## config.mk

```make
export PLATFORM = sky130hd
export DESIGN_NAME = imem_uart_loader
export DESIGN_NICKNAME = d
export VERILOG_FILES = /design/src/rtl/imem_loader_pkg.sv /design/src/rtl/uart_rx_byte.sv /design/src/rtl/imem_uart_loader.sv
export SDC_FILE = /design/constraint.sdc
export NUM_CORES = 1
export LEC_CHECK = 0
export CAP_MARGIN = 20
export CORE_AREA = 2 2 117 119
export DETAILED_ROUTE_END_ITERATION = 10
export DIE_AREA = 0 0 119 121
export PLACE_DENSITY = 0.65
export SYNTH_ARGS = -nofsm -noshare
export SYNTH_HDL_FRONTEND = slang
export SYNTH_SLANG_ARGS = --single-unit
```

## constraint.sdc

```tcl
create_clock -name clk -period 6.4 [get_ports clk]
set_input_delay 0.64 -clock clk [delete_from_list [all_inputs] [get_ports clk]]
set_output_delay 0.64 -clock clk [all_outputs]
set_load 0.01 [all_outputs]
```

## src/rtl/imem_loader_pkg.sv

```systemverilog
`default_nettype none
// ---------------------------------------------------------------------------
// imem_loader_pkg : shared types and frame constants for the UART program loader
// Revision: 1.0
// ---------------------------------------------------------------------------
package imem_loader_pkg;

  localparam logic [7:0] SYNC_BYTE_DEFAULT = 8'hA5;
  localparam int         COUNT_W           = 16;
  localparam int         BYTES_PER_WORD    = 4;

  typedef enum logic [2:0] {
    ST_IDLE   = 3'd0,
    ST_CNT_LO = 3'd1,
    ST_CNT_HI = 3'd2,
    ST_DATA   = 3'd3,
    ST_CHECK  = 3'd4
  } loader_state_t;

  typedef enum logic [1:0] {
    RX_IDLE  = 2'd0,
    RX_START = 2'd1,
    RX_DATA  = 2'd2,
    RX_STOP  = 2'd3
  } rx_state_t;

endpackage
`default_nettype wire

```

## src/rtl/uart_rx_byte.sv

```systemverilog
`default_nettype none
// ---------------------------------------------------------------------------
// uart_rx_byte : 8N1 receiver with 2-flop input synchroniser and mid-bit sampling
// Revision: 1.0
// ---------------------------------------------------------------------------
module uart_rx_byte
  import imem_loader_pkg::*;
#(
  parameter int CLKS_PER_BIT = 434
) (
  input  logic       clk,
  input  logic       rst,
  input  logic       rx,
  output logic [7:0] data,
  output logic       byte_valid,
  output logic       frame_err
);

  localparam int                TIMER_W = $clog2(CLKS_PER_BIT);
  localparam logic [TIMER_W-1:0] HALF_M1 = TIMER_W'(CLKS_PER_BIT / 2 - 1);
  localparam logic [TIMER_W-1:0] FULL_M1 = TIMER_W'(CLKS_PER_BIT - 1);

  logic               rx_meta;
  logic               rx_sync;
  logic               rx_prev;
  rx_state_t          state;
  logic [TIMER_W-1:0] timer;
  logic [2:0]         bit_idx;

  always_ff @(posedge clk or posedge rst) begin
    if (rst) begin
      rx_meta <= 1'b1;
      rx_sync <= 1'b1;
      rx_prev <= 1'b1;
    end else begin
      rx_meta <= rx;
      rx_sync <= rx_meta;
      rx_prev <= rx_sync;
    end
  end

  always_ff @(posedge clk or posedge rst) begin
    if (rst) begin
      state      <= RX_IDLE;
      timer      <= '0;
      bit_idx    <= '0;
      data       <= '0;
      byte_valid <= 1'b0;
      frame_err  <= 1'b0;
    end else begin
      byte_valid <= 1'b0;
      frame_err  <= 1'b0;
      case (state)
        RX_IDLE: begin
          timer   <= '0;
          bit_idx <= '0;
          if (rx_prev && !rx_sync) state <= RX_START;
        end
        RX_START: begin
          if (timer == HALF_M1) begin
            timer <= '0;
            // a start bit that is high again at mid-bit was only a glitch
            state <= rx_sync ? RX_IDLE : RX_DATA;
          end else begin
            timer <= timer + 1'b1;
          end
        end
        RX_DATA: begin
          if (timer == FULL_M1) begin
            timer   <= '0;
            data    <= {rx_sync, data[7:1]};
            bit_idx <= bit_idx + 1'b1;
            if (bit_idx == 3'd7) state <= RX_STOP;
          end else begin
            timer <= timer + 1'b1;
          end
        end
        RX_STOP: begin
          if (timer == FULL_M1) begin
            timer      <= '0;
            byte_valid <= rx_sync;
            frame_err  <= !rx_sync;
            state      <= RX_IDLE;
          end else begin
            timer <= timer + 1'b1;
          end
        end
        default: state <= RX_IDLE;
      endcase
    end
  end

endmodule
`default_nettype wire

```

## src/rtl/imem_uart_loader.sv

```systemverilog
`default_nettype none
// ---------------------------------------------------------------------------
// imem_uart_loader : frames UART bytes into 32-bit words and writes instruction memory
// Revision: 1.0
// ---------------------------------------------------------------------------
module imem_uart_loader
  import imem_loader_pkg::*;
#(
  parameter int         CLKS_PER_BIT = 434,
  parameter int         ADDR_W       = 8,
  parameter logic [7:0] SYNC_BYTE    = SYNC_BYTE_DEFAULT
) (
  input  logic              clk,
  input  logic              rst,
  input  logic              rx,
  output logic              mem_wren,
  output logic [ADDR_W-1:0] mem_addr,
  output logic [31:0]       mem_wdata,
  output logic              cpu_hold,
  output logic              load_done,
  output logic              load_err,
  output logic [ADDR_W:0]   words_loaded
);

  localparam logic [COUNT_W:0] MAX_WORDS = (COUNT_W + 1)'(2 ** ADDR_W);
  localparam logic [1:0]       LAST_BYTE = 2'(BYTES_PER_WORD - 1);

  logic [7:0]         rx_data;
  logic               byte_valid;
  logic               frame_err;

  loader_state_t      state;
  logic [COUNT_W-1:0] count;
  logic [7:0]         chk;
  logic [23:0]        word;
  logic [1:0]         byte_idx;

  logic [COUNT_W-1:0] count_full;
  logic [ADDR_W:0]    words_next;
  logic [7:0]         chk_next;

  uart_rx_byte #(
    .CLKS_PER_BIT(CLKS_PER_BIT)
  ) u_rx (
    .clk        (clk),
    .rst        (rst),
    .rx         (rx),
    .data       (rx_data),
    .byte_valid (byte_valid),
    .frame_err  (frame_err)
  );

  assign count_full = {rx_data, count[7:0]};
  assign words_next = words_loaded + (ADDR_W + 1)'(1);
  assign chk_next   = chk ^ rx_data;

  always_ff @(posedge clk or posedge rst) begin
    if (rst) begin
      state        <= ST_IDLE;
      count        <= '0;
      chk          <= '0;
      word         <= '0;
      byte_idx     <= '0;
      mem_wren     <= 1'b0;
      mem_addr     <= '0;
      mem_wdata    <= '0;
      cpu_hold     <= 1'b0;
      load_done    <= 1'b0;
      load_err     <= 1'b0;
      words_loaded <= '0;
    end else begin
      mem_wren <= 1'b0;
      if (frame_err && state != ST_IDLE) begin
        load_err <= 1'b1;
        cpu_hold <= 1'b0;
        state    <= ST_IDLE;
      end else if (byte_valid) begin
        case (state)
          ST_IDLE: begin
            if (rx_data == SYNC_BYTE) begin
              state        <= ST_CNT_LO;
              cpu_hold     <= 1'b1;
              load_done    <= 1'b0;
              load_err     <= 1'b0;
              words_loaded <= '0;
              chk          <= '0;
              byte_idx     <= '0;
            end
          end
          ST_CNT_LO: begin
            count[7:0] <= rx_data;
            chk        <= chk_next;
            state      <= ST_CNT_HI;
          end
          ST_CNT_HI: begin
            count <= count_full;
            chk   <= chk_next;
            if ({1'b0, count_full} > MAX_WORDS) begin
              load_err <= 1'b1;
              cpu_hold <= 1'b0;
              state    <= ST_IDLE;
            end else if (count_full == '0) begin
              state <= ST_CHECK;
            end else begin
              state <= ST_DATA;
            end
          end
          ST_DATA: begin
            chk      <= chk_next;
            byte_idx <= byte_idx + 1'b1;
            word     <= {rx_data, word[23:8]};
            if (byte_idx == LAST_BYTE) begin
              mem_wren     <= 1'b1;
              mem_addr     <= words_loaded[ADDR_W-1:0];
              mem_wdata    <= {rx_data, word};
              words_loaded <= words_next;
              if ((COUNT_W + 1)'(words_next) == (COUNT_W + 1)'(count)) state <= ST_CHECK;
            end
          end
          ST_CHECK: begin
            if (rx_data == chk) load_done <= 1'b1;
            else                load_err  <= 1'b1;
            cpu_hold <= 1'b0;
            state    <= ST_IDLE;
          end
          default: state <= ST_IDLE;
        endcase
      end
    end
  end

endmodule
`default_nettype wire

```

==> run_results.csv, run 1 <==
group,metric,value,unit
synthesis,syn_nets,628,
final_layout,final_area,7260,um^2
placement,port_buffers,55,
drt,post-route-drc-count,0,
final_layout,num_antenna_cells,0,
worst_setup_path,r2r_slack,3.13,ns
worst_setup_path,endpoint_kind,"flop",
clock_tree,root_buffer,"clkbuf_16",
pwr,finalPower,1.98,mW
final_layout,multi_input_area,2400,um^2
drt,avgViaCountPerCell,5.18,
floorplan,io_pins,56,
pwr,power_leakage,3.58,nW
clock_tree,clk_latency,0.42,ns
floorplan,core,13100,um^2
synthesis,synth_top_flop_cell,"dfrtp_1",
floorplan,floorplan.initialDensity,45.2,%
sta,rsz0062_at_grt,"no",
pwr,swShare,22.1,%
synthesis,synth_edf_count,0,
drt,num_vias,4435,
final_layout,drive_gt1_share,10.7,%
synthesis,synthesis.area,5910,um^2
hold_path,holdPathStages,0,
sta,fmax,306,MHz
global_route,grt_usage,18.8,%
sta,fin_crit,3.27,ns
pwr,ir_worst_vdd,0.000177,V
final_layout,fillers,1128,
hold_path,min_to,"u_rx.rx_sync",
synthesis,synth_cell_types,49,
worst_setup_path,critPathArrivalTime,3.55,ns
sta,worst_slew_margin_rel,34.2,%
clock_tree,cts_sinks,133,
worst_setup_path,required,6.68,ns
sta,setup_tns,0,ns
pwr,cell_internal_pwr,1.55,mW
clock_tree,numCtsBuffers,17,
global_route,grt_pass1_wl,21500,um
clock_tree,cts_tree,"done",
synthesis,synth_seq_cells,133,
synthesis,ys_warn_count,0,
drt,drt_first_pass_iters,5,
synthesis,syn_inst,618,
sta,hold_viol,0,
pwr,clockPowerShare,51.4,%
final_layout,fin_nets,677,
hold_path,holdCritPathClass,"reg2reg",
synthesis,avgSynthCellArea,9.57,um^2
sta,clock_skew,0.00955,ns
job,max_cap_viol_count,0,
clock_tree,post_cts_buffers,0,
pwr,p_switching,439,uW
final_layout,regArea,3330,um^2
synthesis,ys_seq_area_share,56.4,%
pwr,combPwrFrac,4.5,%
worst_setup_path,critPathMaxFanout,53,
worst_setup_path,r2r-end,"words_loaded[4]",
worst_setup_path,reg2reg_from,"state[2]",
pwr,power.density,273,nW/um^2
final_layout,area_growth,22.8,%
placement,hpwl,8380,um
pwr,seqPwrFrac,44.2,%
worst_setup_path,startpoint,"state[2]",
placement,gp_congestion,0.809,
global_route,grt-ovfl-total,0,
clock_tree,clk_pin_slew_worst_paths,0.06,ns
global_route,grt_pass1_vias,4298,
global_route,grt_max_degree,81,
floorplan,fp.dieW,119,um
floorplan,placementRows,42,
clock_tree,clk_path_buf_depth,2,
hold_path,min_from,"u_rx.rx_meta",
worst_setup_path,start_kind,"flop",
clock_tree,hold_buffers,0,
clock_tree,post_cts_resized,0,
sta,finalSetupViolCount,0,
sta,fin_crit_sh,51.0,%
sta,slew_violations,0,
sta,worst_slew_pin_slew,0.988,ns
drt,wl_per_cell,14.7,um
drt,postRouteAntennaNets,0,
floorplan,die_area,14400,um^2
drt,drt-total-wl,12600,um
outcome,outcome,"finished, final reports clean",
placement,dpl_cell_area,6590,um^2
global_route,antenna_found_initial,0,
worst_setup_path,r2r_cells,8,
clock_tree,htreeDepth,4,
floorplan,die_h,121,um
worst_setup_path,crit_type,"reg2reg",
drt,first_iter_violations,312,
synthesis,synthArstFlopShare,100,%
[logic make-up (layout without fill, tap and decap cells)]
kind of cell             Yosys count  after routing  synth area share [%]
AND/OR/NAND/NOR                  309            309                  22.9
flip-flops                       133            133                  56.4
AO/OA/AOI/OAI                     80             80                  8.70
buffers and inverters             46            108                  3.09
multiplexers                      26             26                  4.93
XOR/XNOR                          17             17                  2.52
adder cells (fa/ha/maj)            7              7                  1.48
[layout make-up]
type | count | share of cell area [%]
clock buffer | 23 | 6.72
clock inverter | 9 | 1.93
inverter | 14 | 0.758
multi-input combinational | 439 | 33.0
sequential | 133 | 45.9
tap | 176 | 3.03
timing repair buffer | 62 | 8.62
[sequential cells by signal (all words and copies together), names as in the netlist, 2 cells and up, named ones only]
signal	cells
mem_addr	8
chk	8
byte_idx	2
mem_wdata	32
u_rx.timer	9
count	16
state	3
u_rx.data	8
words_loaded	9
u_rx.bit_idx	3
word	24
[per-stage QoR]
| step | util [%] | std cells | setup slack, ns | hold slack (ns) |
|---|---|---|---|---|
| final | 55.5 | 856 | 3.13 | 0.356 |
| after global routing | 55.5 | 856 | 2.83 | 0.361 |
| after CTS | 55.1 | 854 | 3.15 | 0.358 |
| after detailed placement | 50.3 | 822 | 3.17 | 0.349 |
| after global placement | 50.2 | 819 | 3.21 | 0.347 |
| after floorplan | - | 618 | 2.21 | 0.345 |
[synthesized netlist by cell type (all sizes together), types with 2 or more instances]
cell type  number  area, um^2
nand2         213         800
dfrtp         130        3250
o21ai          38         190
mux2           25         282
clkbuf         24        90.1
nor2           23        86.3
inv            14        52.6
nand3          14        70.1
a22o           13         114
nor2b          13        81.3
xor2           12         105
a21oi           8        40.0
buf             8        40.0
ha              7        87.6
nand4           7        43.8
nor3            7        35.0
nor4            7        43.8
and3            6        37.5
xnor2           5        43.8
nor4bb          4        40.0
or4             4        37.5
dfstp           3        78.8
nor3b           3        22.5
o31ai           3        22.5
a21o            2        15.0
a31oi           2        12.5
and2            2        12.5
nand2b          2        12.5
o21a            2        15.0
o22a            2        17.5
or4b            2        20.0
[worst max-delay path, stage by stage, from the launching register on]
cell and delay [ns]:
dfrtp_1 0.46, nor2b_1 0.26, and3_1 0.86, nand2_1 0.11
buf_4 0.33, inv_2 0.61, nor2_1 0.19, o21ai_0 0.19
o31ai_1 0.09
[cells in the final DEF (no fill, tap or decap), drive strengths merged, types with 3 or more instances in the layout]
| master | instances |
|---|---|
| xnor2 | 5 |
| nor2 | 23 |
| mux2 | 25 |
| o21ai | 38 |
| a22o | 13 |
| nor4 | 7 |
| nand2 | 213 |
| bufinv | 3 |
| buf | 7 |
| nor3 | 7 |
| dfstp | 3 |
| clkbuf | 23 |
| a21oi | 8 |
| or4 | 4 |
| and3 | 6 |
| xor2 | 12 |
| inv | 16 |
| o31ai | 3 |
| dfrtp | 130 |
| nor3b | 3 |
| clkdlybuf4s50 | 55 |
| nor2b | 13 |
| ha | 7 |
| nand3 | 14 |
| nand4 | 7 |
| nor4bb | 4 |
[power groups by stage]
stage	Combinational, mW	Sequential (mW)	Clock (mW)
5_1_grt	0.104	0.879	1.07
2_1_floorplan	0.0622	0.886	0
6_report	0.0887	0.876	1.02
4_1_cts	0.0896	0.876	1.03
3_5_place_dp	0.0892	0.891	0
3_3_place_gp	0.0780	0.889	0
[layer usage]
| metal | track usage (%) | vias to the layer above | wire (um) |
|---|---|---|---|
| li1 | - | 2173 | - |
| met1 | 26.0 | 2126 | 5940 |
| met2 | 29.0 | 122 | 5980 |
| met3 | 4.28 | 14 | 491 |
| met4 | 7.22 | 0 | 181 |
| met5 | 0 | - | 0 |
[worst max path at each step]
stage | to
2_1_floorplan | asynchronous set/reset pin
3_3_place_gp | words_loaded[7]
3_5_place_dp | words_loaded[4]
4_1_cts | words_loaded[4]
5_1_grt | words_loaded[4]
6_report | words_loaded[4]
Power figures use the tool's default switching activity.
==> run 2, diff against run 1 <==
==> constraint.sdc (replaced) <==
create_clock -name clk -period 3.17 [get_ports clk]
set_input_delay 0.317 -clock clk [delete_from_list [all_inputs] [get_ports clk]]
set_output_delay 0.317 -clock clk [all_outputs]
set_load 0.01 [all_outputs]
==> run 2 against run 1 <==
Against the previous run:
- final cell count unchanged
- design area decreased by 0.95%
- die area unchanged
- clock power increased by 82%
- critical endpoint is now state[1]
- highest routed layer unchanged
==> run_results.csv, run 2 (synthesis results as in run 1) <==
group,metric,value,unit
floorplan,floorplan.initialDensity,45.2,%
hold_path,holdCritPathClass,"in2async",
worst_setup_path,critPathArrivalTime,2.69,ns
sta,hold_viol,0,
clock_tree,cts_sinks,133,
worst_setup_path,crit_family,"simple AND/OR/NAND/NOR gates",
drt,first_iter_violations,460,
drt,wl_met3,525,um
worst_setup_path,cp_slowest_cell,"or4b_2",
clock_tree,hold_buffers,0,
worst_setup_path,r2r-end,"state[1]",
drt,postRouteAntennaNets,0,
placement,dp_slack,0.853,ns
drt,drt-total-wl,12700,um
sta,fin_crit_sh,74.8,%
worst_setup_path,crit_type,"reg2reg",
placement,gp_congestion,0.854,
clock_tree,clk_path_buf_depth,2,
final_layout,regArea,3330,um^2
final_layout,fillers,1114,
sta,clock_skew,0.00458,ns
sta,rsz0062_at_grt,"no",
clock_tree,clk_latency,0.42,ns
job,max_cap_viol_count,0,
final_layout,largest_reg_flops,32,
worst_setup_path,required,3.48,ns
floorplan,die_area,14400,um^2
worst_setup_path,slowest_delay,0.61,ns
clock_tree,root_buffer,"clkbuf_16",
clock_tree,htreeDepth,4,
sta,worst_slew_margin_rel,57.6,%
clock_tree,post_cts_buffers,0,
final_layout,mostFrequentLayoutCells,"nand2_1 (212), dfrtp_1 (130), clkdlybuf4s50_1 (55)",
final_layout,final_cell_count_no_fill,856,
pwr,ir_worst_vdd,0.000384,V
floorplan,fp.dieW,119,um
clock_tree,post_cts_resized,0,
final_layout,area_growth,21.6,%
drt,top_layer,"met4",
pwr,power_leakage,3.56,nW
global_route,grt_pass1_wl,21400,um
sta,finalSetupViolCount,0,
sta,fin_crit,2.37,ns
sta,timing.hold.ws,0.247,ns
drt,avgViaCountPerCell,5.17,
floorplan,core,13100,um^2
drt,num_vias,4429,
final_layout,reg.largest.list,"mem_wdata: 32 flops, word: 24 flops, count: 16 flops",
final_layout,multi_input_area,2400,um^2
sta,slew_violations,0,
final_layout,num_antenna_cells,0,
worst_setup_path,crit_path_cell_trace,"ha_1 > nand2_1 > o21ai_0 > or4b_2 > nand3_1 > a41oi_1 > a21o_1",
clock_tree,numCtsBuffers,17,
drt,wl_met2,6080,um
worst_setup_path,start_kind,"flop",
final_layout,top_register,"mem_wdata",
drt,post-route-drc-count,0,
global_route,grt_usage,19.0,%
outcome,outcome,"finished, final reports clean",
drt,wl_per_cell,14.9,um
sta,fmax,422,MHz
floorplan,io_pins,56,
floorplan,die_h,121,um
drt,wl_met1,5850,um
worst_setup_path,critPathMaxFanout,8,
final_layout,fin_nets,679,
final_layout,drive_gt1_share,10.3,%
placement,hpwl,8290,um
sta,finalWorstSetupSlack,0.798,ns
pwr,power.density,528,nW/um^2
worst_setup_path,r2r_cells,7,
clock_tree,cts_tree,"done",
worst_setup_path,r2r_slack,0.80,ns
floorplan,placementRows,42,
global_route,grt_max_degree,117,
placement,port_buffers,55,
global_route,antenna_found_initial,0,
global_route,grt-ovfl-total,0,
final_layout,final_common_cell,"nand2_1",
worst_setup_path,endpoint_kind,"flop",
clock_tree,clk_pin_slew_worst_paths,0.05,ns
global_route,grt_pass1_vias,4220,
worst_setup_path,crit_buf_inv,0,
drt,drt_first_pass_iters,4,
worst_setup_path,reg2reg_from,"words_loaded[0]",
placement,dp.cells,826,
sta,worst_slew_pin_slew,0.634,ns
sta,setup_tns,0,ns
## run 2: cell types whose count changed in the layout (fill, tap and decap cells not counted), sizes merged
cell      previous run  this run
clkinvlp             2         1
bufinv               3         2
clkinv               2         3
buf                  7         9
inv                 16        13
clkbuf              23        25
## run 2: layer usage
metal	vias to the layer above	global-route usage, %
met5	-	0
met4	0	8.56
met3	22	5.03
met2	108	29.6
met1	2131	25.1
li1	2168	-
## run 2: worst max-delay path by stage
| stage | startpoint | depth (start not counted) | slack, ns | endpoint |
|---|---|---|---|---|
| after floorplan | u_rx.data[1] | 6 | 0.95 | state[1] |
| after global placement | u_rx.data[1] | 5 | 0.90 | state[1] |
| after detailed placement | byte_idx[0] | 7 | 0.85 | state[1] |
| after CTS | byte_idx[0] | 7 | 0.82 | state[1] |
| after global routing | u_rx.data[1] | 6 | 0.64 | chk[4] |
| final | words_loaded[0] | 7 | 0.80 | state[1] |
## run 2: power by group
| group | switching [mW] | total [mW] | internal, mW |
|---|---|---|---|
| clock | 0.672 | 1.86 | 1.18 |
| sequential | 0.0399 | 1.77 | 1.73 |
| combinational | 0.113 | 0.173 | 0.0598 |
## run 2: stage by stage
step	utilization (%)	power [mW]	area, um^2
2_1_floorplan	-	1.91	5920
3_3_place_gp	50.7	1.96	6640
3_5_place_dp	50.7	1.97	6640
4_1_cts	54.9	3.84	7190
5_1_grt	54.9	3.96	7190
6_report	54.9	3.80	7190
## run 2: final cells by class
| type | count | area share [%] |
|---|---|---|
| sequential | 133 | 46.3 |
| multi-input combinational | 439 | 33.4 |
| timing repair buffer | 64 | 8.77 |
| clock buffer | 25 | 6.61 |
| tap | 176 | 3.06 |
| clock inverter | 5 | 1.04 |
| inverter | 14 | 0.783 |
==> run 3, diff against run 2 <==
--- a/config.mk
+++ b/config.mk
@@ -9,7 +9,7 @@
 export CORE_AREA = 2 2 117 119
 export DETAILED_ROUTE_END_ITERATION = 10
 export DIE_AREA = 0 0 119 121
-export PLACE_DENSITY = 0.65
+export PLACE_DENSITY = 0.68
 export SYNTH_ARGS = -nofsm -noshare
 export SYNTH_HDL_FRONTEND = slang
 export SYNTH_SLANG_ARGS = --single-unit
==> constraint.sdc (replaced) <==
create_clock -name clk -period 2 [get_ports clk]
set_input_delay 0.2 -clock clk [delete_from_list [all_inputs] [get_ports clk]]
set_output_delay 0.2 -clock clk [all_outputs]
set_load 0.01 [all_outputs]
==> run 3 against run 2 <==
Against the previous run:
- the run now ends with setup timing left
- clock-buffer cell count decreased by 4
- core utilization up 4.3 points
- global-route usage is essentially flat
- total power rose by 64%
- wire length grew 1.6%
- first-iteration DRC count is 30% lower
- flip-flop and latch count unchanged
- clock skew grew 0.0072 ns
- design area increased by 7.9%
- critical endpoint unchanged
- highest routed layer unchanged
==> run_results.csv, run 3 (synthesis results as in run 1) <==
group,metric,value,unit
outcome,outcome,"finished with violations",
outcome,violations,"setup timing",
worst_setup_path,critPathArrivalTime,2.50,ns
placement,hpwl,8780,um
final_layout,top_register,"mem_wdata",
worst_setup_path,r2r-end,"state[1]",
drt,first_iter_violations,324,
global_route,grt_max_degree,93,
hold_path,holdCritPathClass,"in2reg",
placement,port_buffers,55,
worst_setup_path,endpoint_kind,"flop",
final_layout,regArea,3340,um^2
final_layout,drive_gt1_share,21.1,%
final_layout,reg.largest.list,"mem_wdata: 32 flops, word: 24 flops, count: 16 flops",
placement,gp_congestion,0.857,
clock_tree,clk_pin_slew_worst_paths,0.06,ns
sta,fin_crit_sh,108,%
global_route,grt_pass1_wl,21900,um
final_layout,multi_input_area,2560,um^2
clock_tree,htreeDepth,4,
hold_path,min_to,"u_rx.rx_meta",
job,max_cap_viol_count,0,
clock_tree,numCtsBuffers,17,
final_layout,largest_reg_flops,32,
final_layout,fin_nets,722,
drt,num_vias,4665,
clock_tree,clk_path_buf_depth,2,
hold_path,holdPathStages,1,
clock_tree,cts_sinks,133,
final_layout,final_util,59.3,%
final_layout,final_common_cell,"nand2_1",
sta,slew_violations,0,
global_route,grt-ovfl-total,0,
worst_setup_path,critPathMaxFanout,3,
hold_path,min_from,"rx",
worst_setup_path,r2r_slack,-0.15,ns
pwr,power.density,804,nW/um^2
floorplan,die_area,14400,um^2
global_route,antenna_found_initial,0,
drt,postRouteAntennaNets,0,
worst_setup_path,start_kind,"flop",
sta,finalSetupViolCount,8,
pwr,power_leakage,3.82,nW
sta,fmax,465,MHz
sta,hold_viol,0,
floorplan,placementRows,42,
clock_tree,cts_tree,"done",
final_layout,area_growth,31.2,%
floorplan,io_pins,56,
global_route,grt_usage,19.0,%
drt,drt_first_pass_iters,4,
floorplan,fp.dieW,119,um
clock_tree,clk_latency,0.42,ns
worst_setup_path,r2r_cells,5,
sta,finalWorstSetupSlack,-0.150,ns
clock_tree,root_buffer,"clkbuf_16",
worst_setup_path,required,2.35,ns
worst_setup_path,crit_type,"reg2reg",
pwr,ir_worst_vdd,0.000678,V
sta,fin_crit,2.15,ns
global_route,grt_pass1_vias,4639,
sta,clock_skew,0.0118,ns
sta,rsz0062_at_grt,"yes",
drt,drt-total-wl,12900,um
pwr,finalPower,6.24,mW
final_layout,fillers,1060,
drt,avgViaCountPerCell,5.18,
floorplan,core,13100,um^2
final_layout,num_antenna_cells,0,
floorplan,floorplan.initialDensity,45.2,%
worst_setup_path,reg2reg_from,"u_rx.data[1]",
sta,worst_slew_margin_rel,56.5,%
sta,worst_slew_pin_slew,0.647,ns
drt,wl_per_cell,14.4,um
floorplan,die_h,121,um
drt,post-route-drc-count,0,
final_layout,mostFrequentLayoutCells,"nand2_1 (210), dfrtp_1 (127), clkdlybuf4s50_1 (55)",
[run 3: cell count changes in the layout (fill, tap and decap cells not counted), moves of 3 or more]
cell	delta
dfrtp_2	+3
o21ai_2	+15
o21ai_1	+7
nor2_1	-3
buf_4	+39
o21ai_0	-22
clkinv_4	+3
clkbuf_1	-4
dfrtp_1	-3
[run 3: worst max-delay path, stage by stage, from the launching register on]
cell	delay, ns
dfrtp_1	0.37
or4_4	0.54
or4_4	0.44
or4_4	0.49
o21ai_2	0.12
a21o_1	0.12
[run 3: where the power goes]
part	switching [mW]	total (mW)	internal [mW]
combinational	0.173	0.271	0.0980
clock	1.14	3.16	2.03
sequential	0.0623	2.80	2.74
total	1.37	6.24	4.87
[run 3: final cells by class]
cell class | count | area share (%)
Timing Repair Buffer | 107 | 12.5
Clock inverter | 11 | 1.94
Sequential cell | 133 | 43.0
Clock buffer | 21 | 5.94
Tap cell | 176 | 2.84
Multi-Input combinational cell | 439 | 33.0
Inverter | 14 | 0.726
[run 3: how the worst max path moves through the flow]
| stage | to | cells after the start | from | slack [ns] |
|---|---|---|---|---|
| CTS | state[1] | 5 | u_rx.data[1] | -0.15 |
| global route | state[1] | 5 | u_rx.data[1] | -0.20 |
| global placement | state[1] | 7 | byte_idx[0] | -0.19 |
| detailed placement | state[1] | 7 | byte_idx[0] | -0.22 |
| floorplan | state[1] | 6 | u_rx.data[1] | -0.22 |
| finish | state[1] | 5 | u_rx.data[1] | -0.15 |
[run 3: what timing repair did]
action	4_1_cts	5_1_grt
hold buffers	0	0
setup endpoints to repair	19	21
buffers inserted	1	4
pin swaps	4	21
gates resized for setup	9	49
[run 3: stage by stage]
stage / area [um^2] / hold slack [ns] / setup slack (ns) / TNS, ns / instances
finish: 7760 / 0.180 / -0.150 / -0.310 / 901
global placement: 6950 / 0.349 / -0.192 / -1.39 / 863
detailed placement: 6950 / 0.347 / -0.216 / -1.50 / 864
global route: 7760 / 0.180 / -0.205 / -1.60 / 901
CTS: 7610 / 0.171 / -0.155 / -0.719 / 897
floorplan: 5940 / 0.204 / -0.218 / -0.709 / 618
[run 3: layer usage]
metal / track usage [%] / share of wire [%] / vias up
li1: - / - / 2263
met1: 24.7 / 45 / 2271
met2: 30.4 / 49 / 107
met3: 4.37 / 4.5 / 24
met4: 8.85 / 2.0 / 0
met5: 0 / 0 / -
